===== src/rtl/opb_simulink2opb_master_if.sv =====
// User command/response handshake plus OPB master/slave bus signals.
// OPB vectors keep the big-endian [0:n] numbering of the bus.
interface opb_simulink2opb_master_if;
    logic        cmd_valid;
    logic        cmd_ready;
    logic        cmd_rnw;
    logic [31:0] cmd_addr;
    logic [3:0]  cmd_be;
    logic [31:0] cmd_wdata;
    logic        rsp_valid;
    logic [1:0]  rsp_status;
    logic [31:0] rsp_rdata;
    logic        M_select;
    logic        M_RNW;
    logic [0:31] M_ABus;
    logic [0:3]  M_BE;
    logic [0:31] M_DBus;
    logic        M_seqAddr;
    logic [0:31] Sl_DBus;
    logic        Sl_xferAck;
    logic        Sl_errAck;
    logic        Sl_retry;
    logic        Sl_toutSup;

    modport master (
        input  cmd_valid, cmd_rnw, cmd_addr, cmd_be, cmd_wdata,
        input  Sl_DBus, Sl_xferAck, Sl_errAck, Sl_retry, Sl_toutSup,
        output cmd_ready, rsp_valid, rsp_status, rsp_rdata,
        output M_select, M_RNW, M_ABus, M_BE, M_DBus, M_seqAddr
    );

    modport slave (
        output cmd_valid, cmd_rnw, cmd_addr, cmd_be, cmd_wdata,
        output Sl_DBus, Sl_xferAck, Sl_errAck, Sl_retry, Sl_toutSup,
        input  cmd_ready, rsp_valid, rsp_status, rsp_rdata,
        input  M_select, M_RNW, M_ABus, M_BE, M_DBus, M_seqAddr
    );
endinterface


===== src/rtl/opb_simulink2opb_master.sv =====
// Single-outstanding OPB master: one user command in, one OPB transfer
// (with retry/timeout handling), one status response out.
module opb_simulink2opb_master #(
    parameter int C_OPB_AWIDTH = 32,
    parameter int C_OPB_DWIDTH = 32,
    parameter int C_TIMEOUT    = 16,
    parameter int C_MAX_RETRY  = 8
) (
    input logic                         OPB_Clk,
    input logic                         OPB_Rst,
    opb_simulink2opb_master_if.master   bus
);

    typedef enum logic [1:0] {IDLE, BUS, GAP, RESP} state_t;
    typedef enum logic [1:0] {
        ST_OK       = 2'b00,
        ST_TIMEOUT  = 2'b01,
        ST_ERR      = 2'b10,
        ST_RETRY_EX = 2'b11
    } status_t;

    localparam logic [7:0] TOUT_LIM  = 8'(C_TIMEOUT);
    localparam logic [7:0] RETRY_LIM = 8'(C_MAX_RETRY);

    state_t                    state, state_d;
    status_t                   status_q, status_d;
    logic [31:0]               rdata_q, rdata_d;
    logic [7:0]                retry_cnt, retry_d;
    logic [7:0]                tout_cnt, tout_d;
    logic                      capture;
    logic                      rnw_q;
    logic [C_OPB_AWIDTH-1:0]   addr_q;
    logic [3:0]                be_q;
    logic [C_OPB_DWIDTH-1:0]   wdata_q;
    logic                      sel;

    always_ff @(posedge OPB_Clk or negedge OPB_Rst) begin
        if (!OPB_Rst) begin
            state     <= IDLE;
            status_q  <= ST_OK;
            rdata_q   <= '0;
            retry_cnt <= '0;
            tout_cnt  <= '0;
            rnw_q     <= 1'b0;
            addr_q    <= '0;
            be_q      <= '0;
            wdata_q   <= '0;
        end else begin
            state     <= state_d;
            status_q  <= status_d;
            rdata_q   <= rdata_d;
            retry_cnt <= retry_d;
            tout_cnt  <= tout_d;
            if (capture) begin
                rnw_q   <= bus.cmd_rnw;
                addr_q  <= bus.cmd_addr;
                be_q    <= bus.cmd_be;
                wdata_q <= bus.cmd_wdata;
            end
        end
    end

    always_comb begin
        state_d  = state;
        status_d = status_q;
        rdata_d  = rdata_q;
        retry_d  = retry_cnt;
        tout_d   = tout_cnt;
        capture  = 1'b0;
        case (state)
            IDLE: begin
                if (bus.cmd_valid) begin
                    capture = 1'b1;
                    retry_d = '0;
                    tout_d  = '0;
                    state_d = BUS;
                end
            end
            BUS: begin
                // Priority: errAck > xferAck > retry > timeout.
                if (bus.Sl_errAck) begin
                    status_d = ST_ERR;
                    rdata_d  = '0;
                    state_d  = RESP;
                end else if (bus.Sl_xferAck) begin
                    status_d = ST_OK;
                    rdata_d  = rnw_q ? bus.Sl_DBus : '0;
                    state_d  = RESP;
                end else if (bus.Sl_retry) begin
                    retry_d = retry_cnt + 8'd1;
                    if (retry_d == RETRY_LIM) begin
                        status_d = ST_RETRY_EX;
                        rdata_d  = '0;
                        state_d  = RESP;
                    end else begin
                        state_d = GAP;
                    end
                end else if (!bus.Sl_toutSup) begin
                    tout_d = tout_cnt + 8'd1;
                    if (tout_d == TOUT_LIM) begin
                        status_d = ST_TIMEOUT;
                        rdata_d  = '0;
                        state_d  = RESP;
                    end
                end
            end
            GAP: begin
                tout_d  = '0;
                state_d = BUS;
            end
            RESP: state_d = IDLE;
            default: state_d = IDLE;
        endcase
    end

    // Select comes straight from the state register so reset drops it at once;
    // the other bus outputs are gated to zero for the OR-combined OPB.
    assign sel            = (state == BUS);
    assign bus.M_select   = sel;
    assign bus.M_RNW      = sel & rnw_q;
    assign bus.M_ABus     = sel ? addr_q : '0;
    assign bus.M_BE       = sel ? be_q : '0;
    assign bus.M_DBus     = (sel && !rnw_q) ? wdata_q : '0;
    assign bus.M_seqAddr  = 1'b0;
    assign bus.cmd_ready  = (state == IDLE);
    assign bus.rsp_valid  = (state == RESP);
    assign bus.rsp_status = status_q;
    assign bus.rsp_rdata  = rdata_q;

endmodule


===== src/flat_wrapper.sv =====
// flat-port wrapper written by rule: the top's interface ports become plain ports
module opb_simulink2opb_master_flat 
#(
    parameter int C_OPB_AWIDTH = 32,
    parameter int C_OPB_DWIDTH = 32,
    parameter int C_TIMEOUT    = 16,
    parameter int C_MAX_RETRY  = 8
)
  (OPB_Clk, OPB_Rst, bus_cmd_valid, bus_cmd_rnw, bus_cmd_addr, bus_cmd_be, bus_cmd_wdata, bus_Sl_DBus, bus_Sl_xferAck, bus_Sl_errAck, bus_Sl_retry, bus_Sl_toutSup, bus_cmd_ready, bus_rsp_valid, bus_rsp_status, bus_rsp_rdata, bus_M_select, bus_M_RNW, bus_M_ABus, bus_M_BE, bus_M_DBus, bus_M_seqAddr);
  opb_simulink2opb_master_if bus_i ();
  input logic OPB_Clk;
  input logic OPB_Rst;
  input wire logic [$bits(bus_i.cmd_valid)-1:0] bus_cmd_valid;
  input wire logic [$bits(bus_i.cmd_rnw)-1:0] bus_cmd_rnw;
  input wire logic [$bits(bus_i.cmd_addr)-1:0] bus_cmd_addr;
  input wire logic [$bits(bus_i.cmd_be)-1:0] bus_cmd_be;
  input wire logic [$bits(bus_i.cmd_wdata)-1:0] bus_cmd_wdata;
  input wire logic [$bits(bus_i.Sl_DBus)-1:0] bus_Sl_DBus;
  input wire logic [$bits(bus_i.Sl_xferAck)-1:0] bus_Sl_xferAck;
  input wire logic [$bits(bus_i.Sl_errAck)-1:0] bus_Sl_errAck;
  input wire logic [$bits(bus_i.Sl_retry)-1:0] bus_Sl_retry;
  input wire logic [$bits(bus_i.Sl_toutSup)-1:0] bus_Sl_toutSup;
  output wire logic [$bits(bus_i.cmd_ready)-1:0] bus_cmd_ready;
  output wire logic [$bits(bus_i.rsp_valid)-1:0] bus_rsp_valid;
  output wire logic [$bits(bus_i.rsp_status)-1:0] bus_rsp_status;
  output wire logic [$bits(bus_i.rsp_rdata)-1:0] bus_rsp_rdata;
  output wire logic [$bits(bus_i.M_select)-1:0] bus_M_select;
  output wire logic [$bits(bus_i.M_RNW)-1:0] bus_M_RNW;
  output wire logic [$bits(bus_i.M_ABus)-1:0] bus_M_ABus;
  output wire logic [$bits(bus_i.M_BE)-1:0] bus_M_BE;
  output wire logic [$bits(bus_i.M_DBus)-1:0] bus_M_DBus;
  output wire logic [$bits(bus_i.M_seqAddr)-1:0] bus_M_seqAddr;
  assign bus_i.cmd_valid = bus_cmd_valid;
  assign bus_i.cmd_rnw = bus_cmd_rnw;
  assign bus_i.cmd_addr = bus_cmd_addr;
  assign bus_i.cmd_be = bus_cmd_be;
  assign bus_i.cmd_wdata = bus_cmd_wdata;
  assign bus_i.Sl_DBus = bus_Sl_DBus;
  assign bus_i.Sl_xferAck = bus_Sl_xferAck;
  assign bus_i.Sl_errAck = bus_Sl_errAck;
  assign bus_i.Sl_retry = bus_Sl_retry;
  assign bus_i.Sl_toutSup = bus_Sl_toutSup;
  assign bus_cmd_ready = bus_i.cmd_ready;
  assign bus_rsp_valid = bus_i.rsp_valid;
  assign bus_rsp_status = bus_i.rsp_status;
  assign bus_rsp_rdata = bus_i.rsp_rdata;
  assign bus_M_select = bus_i.M_select;
  assign bus_M_RNW = bus_i.M_RNW;
  assign bus_M_ABus = bus_i.M_ABus;
  assign bus_M_BE = bus_i.M_BE;
  assign bus_M_DBus = bus_i.M_DBus;
  assign bus_M_seqAddr = bus_i.M_seqAddr;
  opb_simulink2opb_master #(.C_OPB_AWIDTH(C_OPB_AWIDTH), .C_OPB_DWIDTH(C_OPB_DWIDTH), .C_TIMEOUT(C_TIMEOUT), .C_MAX_RETRY(C_MAX_RETRY)) u_core (.OPB_Clk(OPB_Clk), .OPB_Rst(OPB_Rst), .bus(bus_i));
endmodule

===== config.mk =====
export PLATFORM = sky130hd
export DESIGN_NAME = opb_simulink2opb_master_flat
export DESIGN_NICKNAME = d
export VERILOG_FILES = /design/src/rtl/opb_simulink2opb_master_if.sv /design/src/rtl/opb_simulink2opb_master.sv /design/src/flat_wrapper.sv
export SDC_FILE = /design/constraint.sdc
export NUM_CORES = 1
export LEC_CHECK = 0
export CAP_MARGIN = 30
export CORE_ASPECT_RATIO = 0.9
export CORE_MARGIN = 5
export CORE_UTILIZATION = 30
export CTS_CLUSTER_DIAMETER = 30
export DETAILED_ROUTE_END_ITERATION = 10
export PLACE_DENSITY = 0.56
export SLEW_MARGIN = 15
export SYNTH_ARGS = -nofsm -noshare
export SYNTH_HDL_FRONTEND = slang
export SYNTH_SLANG_ARGS = --single-unit

===== constraint.sdc =====
create_clock -name OPB_Clk -period 4.3 [get_ports OPB_Clk]
set_clock_uncertainty 0.15 [all_clocks]
set_input_delay 0.86 -clock OPB_Clk [delete_from_list [all_inputs] [get_ports OPB_Clk]]
set_output_delay 0.86 -clock OPB_Clk [all_outputs]
set_load 0.02 [all_outputs]

==> impl_metrics.csv, run 1 <==
group,metric,value,unit
cells_and_area,area_growth_syn_to_layout,54.78,%
worst_setup_path,startpoint,"u_core.state[1]",
run,maxCapViolations,0,
clock_tree,clockRootBuffer,"clkbuf_16",
drt,drc,0,
grt,grt_max_degree,122,
floorplan,die_w,151.8,µm
logic_synthesis,async_flop_share,1.000,
cells_and_area,insertedDiodeCount,0,
drt,vias,4728,
cells_and_area,fillers,1689,
worst_setup_path,rr_startpoint,"u_core.retry_cnt[0]",
clock_tree,numCtsBuffers,17,
min_path,hp-start,"u_core.wdata_q[23]",
clock_tree,cts.sinks,121,
clock_tree,clkLatencyLatePin,0.41,ns
worst_setup_path,path_class,"flip-flop to output pin",
clock_tree,h-tree-depth,4,
floorplan,die_area,20900,µm²
drt,postRouteAntennaNets,0,
grt,grt_pass1_wl,25840,µm
logic_synthesis,syn_area,5431,µm²
cells_and_area,fin_cells,1036,
logic_synthesis,syn_nets,688,
sta,max_clock_freq,0.3065,GHz
sta,hold_violations,0,
floorplan,core_region_area,17730,µm²
grt,first_global_vias,4881,
sta,setup_tns,0,ns
worst_setup_path,crit_arrival,2.25,ns
worst_setup_path,start_kind,"flip-flop",
worst_setup_path,crit_end,"bus_M_DBus[26]",
logic_synthesis,synth-edff-count,0,
cells_and_area,drive_gt1_frac,0.06533,
worst_setup_path,critPathMaxFanout,32,
sta,slew_headroom,0.4436,
logic_synthesis,ys_types,44,
clock_tree,cts_resized,0,
drt,dr.pass1.iters,4,
clock_tree,cts_setup_buffers,0,
drt,wl_per_cell,15.57,µm
logic_synthesis,ys_ff_latch,121,
sta,period_needed,3.262,ns
clock_tree,cts_hold_buf,0,
logic_synthesis,synth_area_leader_cell,"dfrtp_1",
cells_and_area,regArea,3028,µm²
sta,tightest_slew,0.8324,ns
floorplan,io_pins,215,
floorplan,rows,46,
drt,drt-initial-drc-count,284,
logic_synthesis,synth_top_area_frac,0.5575,
cells_and_area,final_nets,893,
power_and_ir_drop,p_leak,3.911,nW
drt,drt_wl_total,16130,µm
sta,final-max-slew-violation-count,0,
worst_setup_path,crit_required,3.29,ns
grt,gr-total-overflow,0,
worst_setup_path,r2r_cells,7,
sta,setup_viol,0,
logic_synthesis,synthFlopType,"dfrtp_1",
worst_setup_path,reg2reg_to,"u_core.bus.rsp_status[0]",
logic_synthesis,syn_inst,578,
placement,portBuffers,213,
sta,rsz0062_at_grt,"false",
placement,gp_congestion,0.7844,
clock_tree,clkTransAtPathRegs,0.05,ns
drt,vias_per_cell,4.564,
placement,dp_cells,1004,
logic_synthesis,synth_most_common_cell,"nand2_1",
sta,min_period_over_period,0.7586,
grt,track_usage,0.1539,
run_status,outcome,"completed",
min_path,min_path_type,"flip-flop to flip-flop",
logic_synthesis,synth.area.top_cells,"dfrtp_1 56%, nand2_1 15%, and2_1 8.5%",
logic_synthesis,yosysSeqAreaShare,0.5575,
grt,antenna_found_initial,0,
power_and_ir_drop,irDropWorstVdd,0.2808,mV
logic_synthesis,ys_warn_count,0,
worst_setup_path,reg2reg_slack,1.58,ns
floorplan,dieHeight,137.7,µm
worst_setup_path,worstSetupEndpointType,"output pin",
logic_synthesis,avgSynthCellArea,9.397,µm²
floorplan,start_util,0.3064,
placement,dp_hpwl,11220,µm
cells_and_area,multi_input_area,2223,µm²
power_and_ir_drop,pwr_density_cell,654.6,nW/µm²
clock_tree,cts_tree,"done",
logic_synthesis,yosys-top-cells-count,"221 x nand2_1, 121 x dfrtp_1, 74 x and2_1",
clock_tree,clockBufferDepth,2,
[how the worst min path moves through the flow]
stage          slack [ns]  cells after the start            endpoint
2_1_floorplan        0.29                      2    u_core.addr_q[0]
3_3_place_gp         0.30                      2  u_core.wdata_q[29]
3_5_place_dp         0.30                      2   u_core.wdata_q[3]
4_1_cts              0.32                      2   u_core.wdata_q[5]
5_1_grt              0.33                      2  u_core.wdata_q[23]
6_report             0.31                      2  u_core.wdata_q[23]
[sequential cells by signal, summed over array words and instances (netlist names), 2 cells and up]
signal,cells
u_core.be_q,4
u_core.wdata_q,32
u_core.bus.rsp_rdata,32
u_core.state,2
u_core.retry_cnt,8
u_core.addr_q,32
u_core.tout_cnt,8
u_core.bus.rsp_status,2
[layer usage]
metal	GRT usage	up-vias	part of all wire
met2	0.2349	172	0.45
met4	0.04593	0	0.016
met3	0.06124	20	0.077
li1	-	2291	-
met1	0.2028	2245	0.45
met5	0	-	0
[report_power, final]
part	switching, W	total (W)	leakage, nW	internal [W]
Combinational	0.00121	0.00219	2.03	0.000978
Sequential	0.000218	0.00176	1.57	0.00154
Clock	0.000514	0.00156	0.310	0.00104
[area by class of cell]
type                            count  area share
Sequential cell                   121      0.3602
Multi-Input combinational cell    419      0.2645
Timing Repair Buffer              219      0.2602
Clock buffer                       20     0.05313
Tap cell                          240     0.03572
Clock inverter                     12     0.02352
Inverter                            5    0.002828
[metrics by stage]
stage | hold WS [ns] | area (µm²) | power, W | utilization | setup WS, ns
global placement | 0.2996 | 7762 | 0.003959 | 0.4379 | 1.126
global route | 0.3289 | 8407 | 0.005861 | 0.4742 | 0.8874
detailed placement | 0.3036 | 7762 | 0.003993 | 0.4379 | 1.006
finish | 0.3113 | 8407 | 0.005503 | 0.4742 | 1.038
CTS | 0.3174 | 8407 | 0.005592 | 0.4742 | 0.9940
floorplan | 0.2874 | 5431 | 0.002961 | - | 1.906
[worst max-delay path: stages (launching register included)]
cell and delay (ns):
dfrtp_1 0.40, nand2b_4 0.20, nor2_2 0.10, buf_4 0.29, and2_1 0.18, clkdlybuf4s50_1 0.65
[cell families after synthesis]
kind of cell	count (synthesis)	synth area share
xor gates and xnor gates	3	0.004838
DFF	121	0.5575
AOI/OAI and AO/OA	74	0.09906
buffers and inverters	38	0.03432
muxes	3	0.005759
other	1	0.0006904
and+or+nand+nor	336	0.2932
adders and majority gates	2	0.004606
[placed cells by master, fill, tap and decap left out, types with 3 or more instances in the layout]
| master | Yosys | layout |
|---|---|---|
| o31ai_1 | 4 | 4 |
| o21ai_0 | 22 | 22 |
| inv_1 | 4 | 4 |
| nand4_1 | 4 | 4 |
| and3_1 | 4 | 4 |
| dfrtp_1 | 121 | 121 |
| nand3_1 | 7 | 7 |
| clkinv_4 | 1 | 3 |
| nand2_1 | 221 | 220 |
| nor2_1 | 11 | 10 |
| and2_1 | 74 | 73 |
| clkdlybuf4s50_1 | 0 | 212 |
| buf_4 | 1 | 6 |
| clkinv_2 | 0 | 3 |
| bufinv_16 | 0 | 5 |
| a22o_1 | 34 | 34 |
| clkbuf_16 | 0 | 17 |
| a21oi_1 | 5 | 5 |
No activity file was read; power rests on OpenSTA's default activity.
==> inputs of run 2 (changes only) <==
- clock period: 4.3 -> 3.2 ns (I/O delays scaled with it)
==> impl_metrics.csv, run 2 (same netlist as run 1, synthesis figures left out) <==
group,metric,value,unit
floorplan,io_pins,215,
cells_and_area,drive_gt1_frac,0.07000,
cells_and_area,area_growth_syn_to_layout,55.36,%
drt,postRouteAntennaNets,0,
floorplan,start_util,0.3064,
clock_tree,cts_hold_buf,0,
clock_tree,clkTransAtPathRegs,0.06,ns
clock_tree,cts_resized,0,
clock_tree,cts_tree,"done",
placement,portBuffers,213,
worst_setup_path,crit_arrival,2.27,ns
drt,drc,0,
worst_setup_path,worstSetupEndpointType,"output pin",
clock_tree,cts_setup_buffers,0,
sta,final-max-slew-violation-count,0,
clock_tree,cts.sinks,121,
worst_setup_path,cp_slowest_stage_delay,0.63,ns
floorplan,die_area,20900,µm²
cells_and_area,insertedDiodeCount,0,
cells_and_area,regArea,3028,µm²
drt,wl_per_cell,15.69,µm
drt,drt-initial-drc-count,222,
power_and_ir_drop,irDropWorstVdd,0.3693,mV
min_path,min_path_type,"input pin to async pin",
placement,pre_cts_ws,0.3644,ns
clock_tree,clkLatencyLatePin,0.41,ns
cells_and_area,multi_input_area,2223,µm²
grt,met1_usage,0.2032,
cells_and_area,final_nets,897,
worst_setup_path,cp.buffers_inverters,2,
worst_setup_path,cpMaxStageDelayCell,"clkdlybuf4s50_1",
worst_setup_path,path_cells,"nand2b_4, nor2_2, buf_4, and2_1, clkdlybuf4s50_1",
sta,max_clock_freq,0.3269,GHz
drt,vias,4762,
cells_and_area,fillers,1693,
drt,dr.pass1.iters,4,
floorplan,rows,46,
cells_and_area,final_cell_mix,"220 x nand2_1, 212 x clkdlybuf4s50_1, 121 x dfrtp_1, 73 x and2_1, 34 x a22o_1",
floorplan,core_region_area,17730,µm²
grt,grt_max_degree,70,
worst_setup_path,path_delay_family,"buffers and inverters",
sta,setup_tns,0,ns
sta,min_period_over_period,0.9559,
drt,vias_per_cell,4.579,
run,maxCapViolations,0,
sta,rsz0062_at_grt,"false",
grt,gr-total-overflow,0,
worst_setup_path,start_kind,"flip-flop",
grt,grt_pass1_wl,25970,µm
floorplan,die_w,151.8,µm
worst_setup_path,path_class,"flip-flop to output pin",
worst_setup_path,critPathMaxFanout,32,
clock_tree,clockRootBuffer,"clkbuf_16",
power_and_ir_drop,pwr_density_cell,870.3,nW/µm²
grt,antenna_found_initial,0,
sta,setup_slack,0.1411,ns
sta,setup_viol,0,
floorplan,dieHeight,137.7,µm
grt,met3_usage,0.06281,
grt,track_usage,0.1549,
sta,hold_violations,0,
grt,first_global_vias,4845,
run_status,outcome,"completed",
grt,grt_util_met2,0.2379,
cells_and_area,mostFrequentLayoutCell,"nand2_1",
drt,drt_wl_total,16320,µm
worst_setup_path,crit_required,2.41,ns
clock_tree,h-tree-depth,4,
sta,period_needed,3.059,ns
clock_tree,numCtsBuffers,17,
grt,grt_most_used_layer,"met2",
clock_tree,clockBufferDepth,2,
power_and_ir_drop,p_leak,3.931,nW
placement,dp_hpwl,11430,µm
placement,gp_congestion,0.7762,
-- run 2: cell count changes in the layout (fill, tap and decap cells not counted), sizes merged --
cell	delta
clkinv	+2
buf	+4
bufinv	-1
clkinvlp	-1
-- run 2: worst register-to-register path: stages (launching register included) --
cell      delay, ns
dfrtp_1        0.41
nand2b_4       0.20
clkinv_4       0.25
nand4b_4       0.13
nor4b_2        0.29
a21boi_2       0.13
o21bai_4       0.19
buf_4          0.25
a22o_1         0.29
-- run 2: final cells by class --
class / count / area share
repair buffers: 223 / 0.2657
flip-flops and latches: 121 / 0.3588
well taps: 240 / 0.03559
clock buffers: 20 / 0.05294
inverters: 5 / 0.002817
clock inverters: 12 / 0.02061
multi-input cells: 419 / 0.2635
-- run 2: final timing paths --
check / from / end / slack, ns / cells past startpoint
min in group OPB_Clk: u_core.wdata_q[5] / u_core.wdata_q[5] / 0.31 / 2
max in group asynchronous: OPB_Rst / u_core.wdata_q[12] / 2.13 / 3
min reg2reg: u_core.wdata_q[5] / u_core.wdata_q[5] / 0.31 / 2
min: OPB_Rst / u_core.be_q[3] / 0.01 / 1
max: u_core.state[1] / bus_M_DBus[30] / 0.14 / 5
max reg2reg: u_core.state[1] / u_core.bus.rsp_rdata[19] / 0.79 / 8
-- run 2: metrics by stage --
stage | instance area [µm²] | hold WS [ns] | total power, W | utilization | cells
after detailed placement | 7797 | 0.3038 | 0.005387 | 0.4399 | 1007
after global routing | 8438 | 0.02568 | 0.007829 | 0.4760 | 1040
after floorplan | 5431 | 0.1944 | 0.003978 | - | 578
after global placement | 7797 | 0.2986 | 0.005336 | 0.4399 | 1007
final | 8438 | 0.01485 | 0.007344 | 0.4760 | 1040
after CTS | 8418 | 0.2542 | 0.007452 | 0.4749 | 1039
-- run 2: power by group --
part / internal (W) / total [W] / switching [W]
clock: 0.00132 / 0.00201 / 0.000691
sequential: 0.00207 / 0.00237 / 0.000297
combinational: 0.00133 / 0.00296 / 0.00163
total: 0.00473 / 0.00734 / 0.00262
-- run 2: per-layer routing --
layer	routed length [µm]	part of all wire	vias to the layer above
li1	-	-	2299
met2	7457	0.46	174
met1	7336	0.45	2273
met3	1330	0.081	16
met4	196	0.012	0
met5	0	0	-
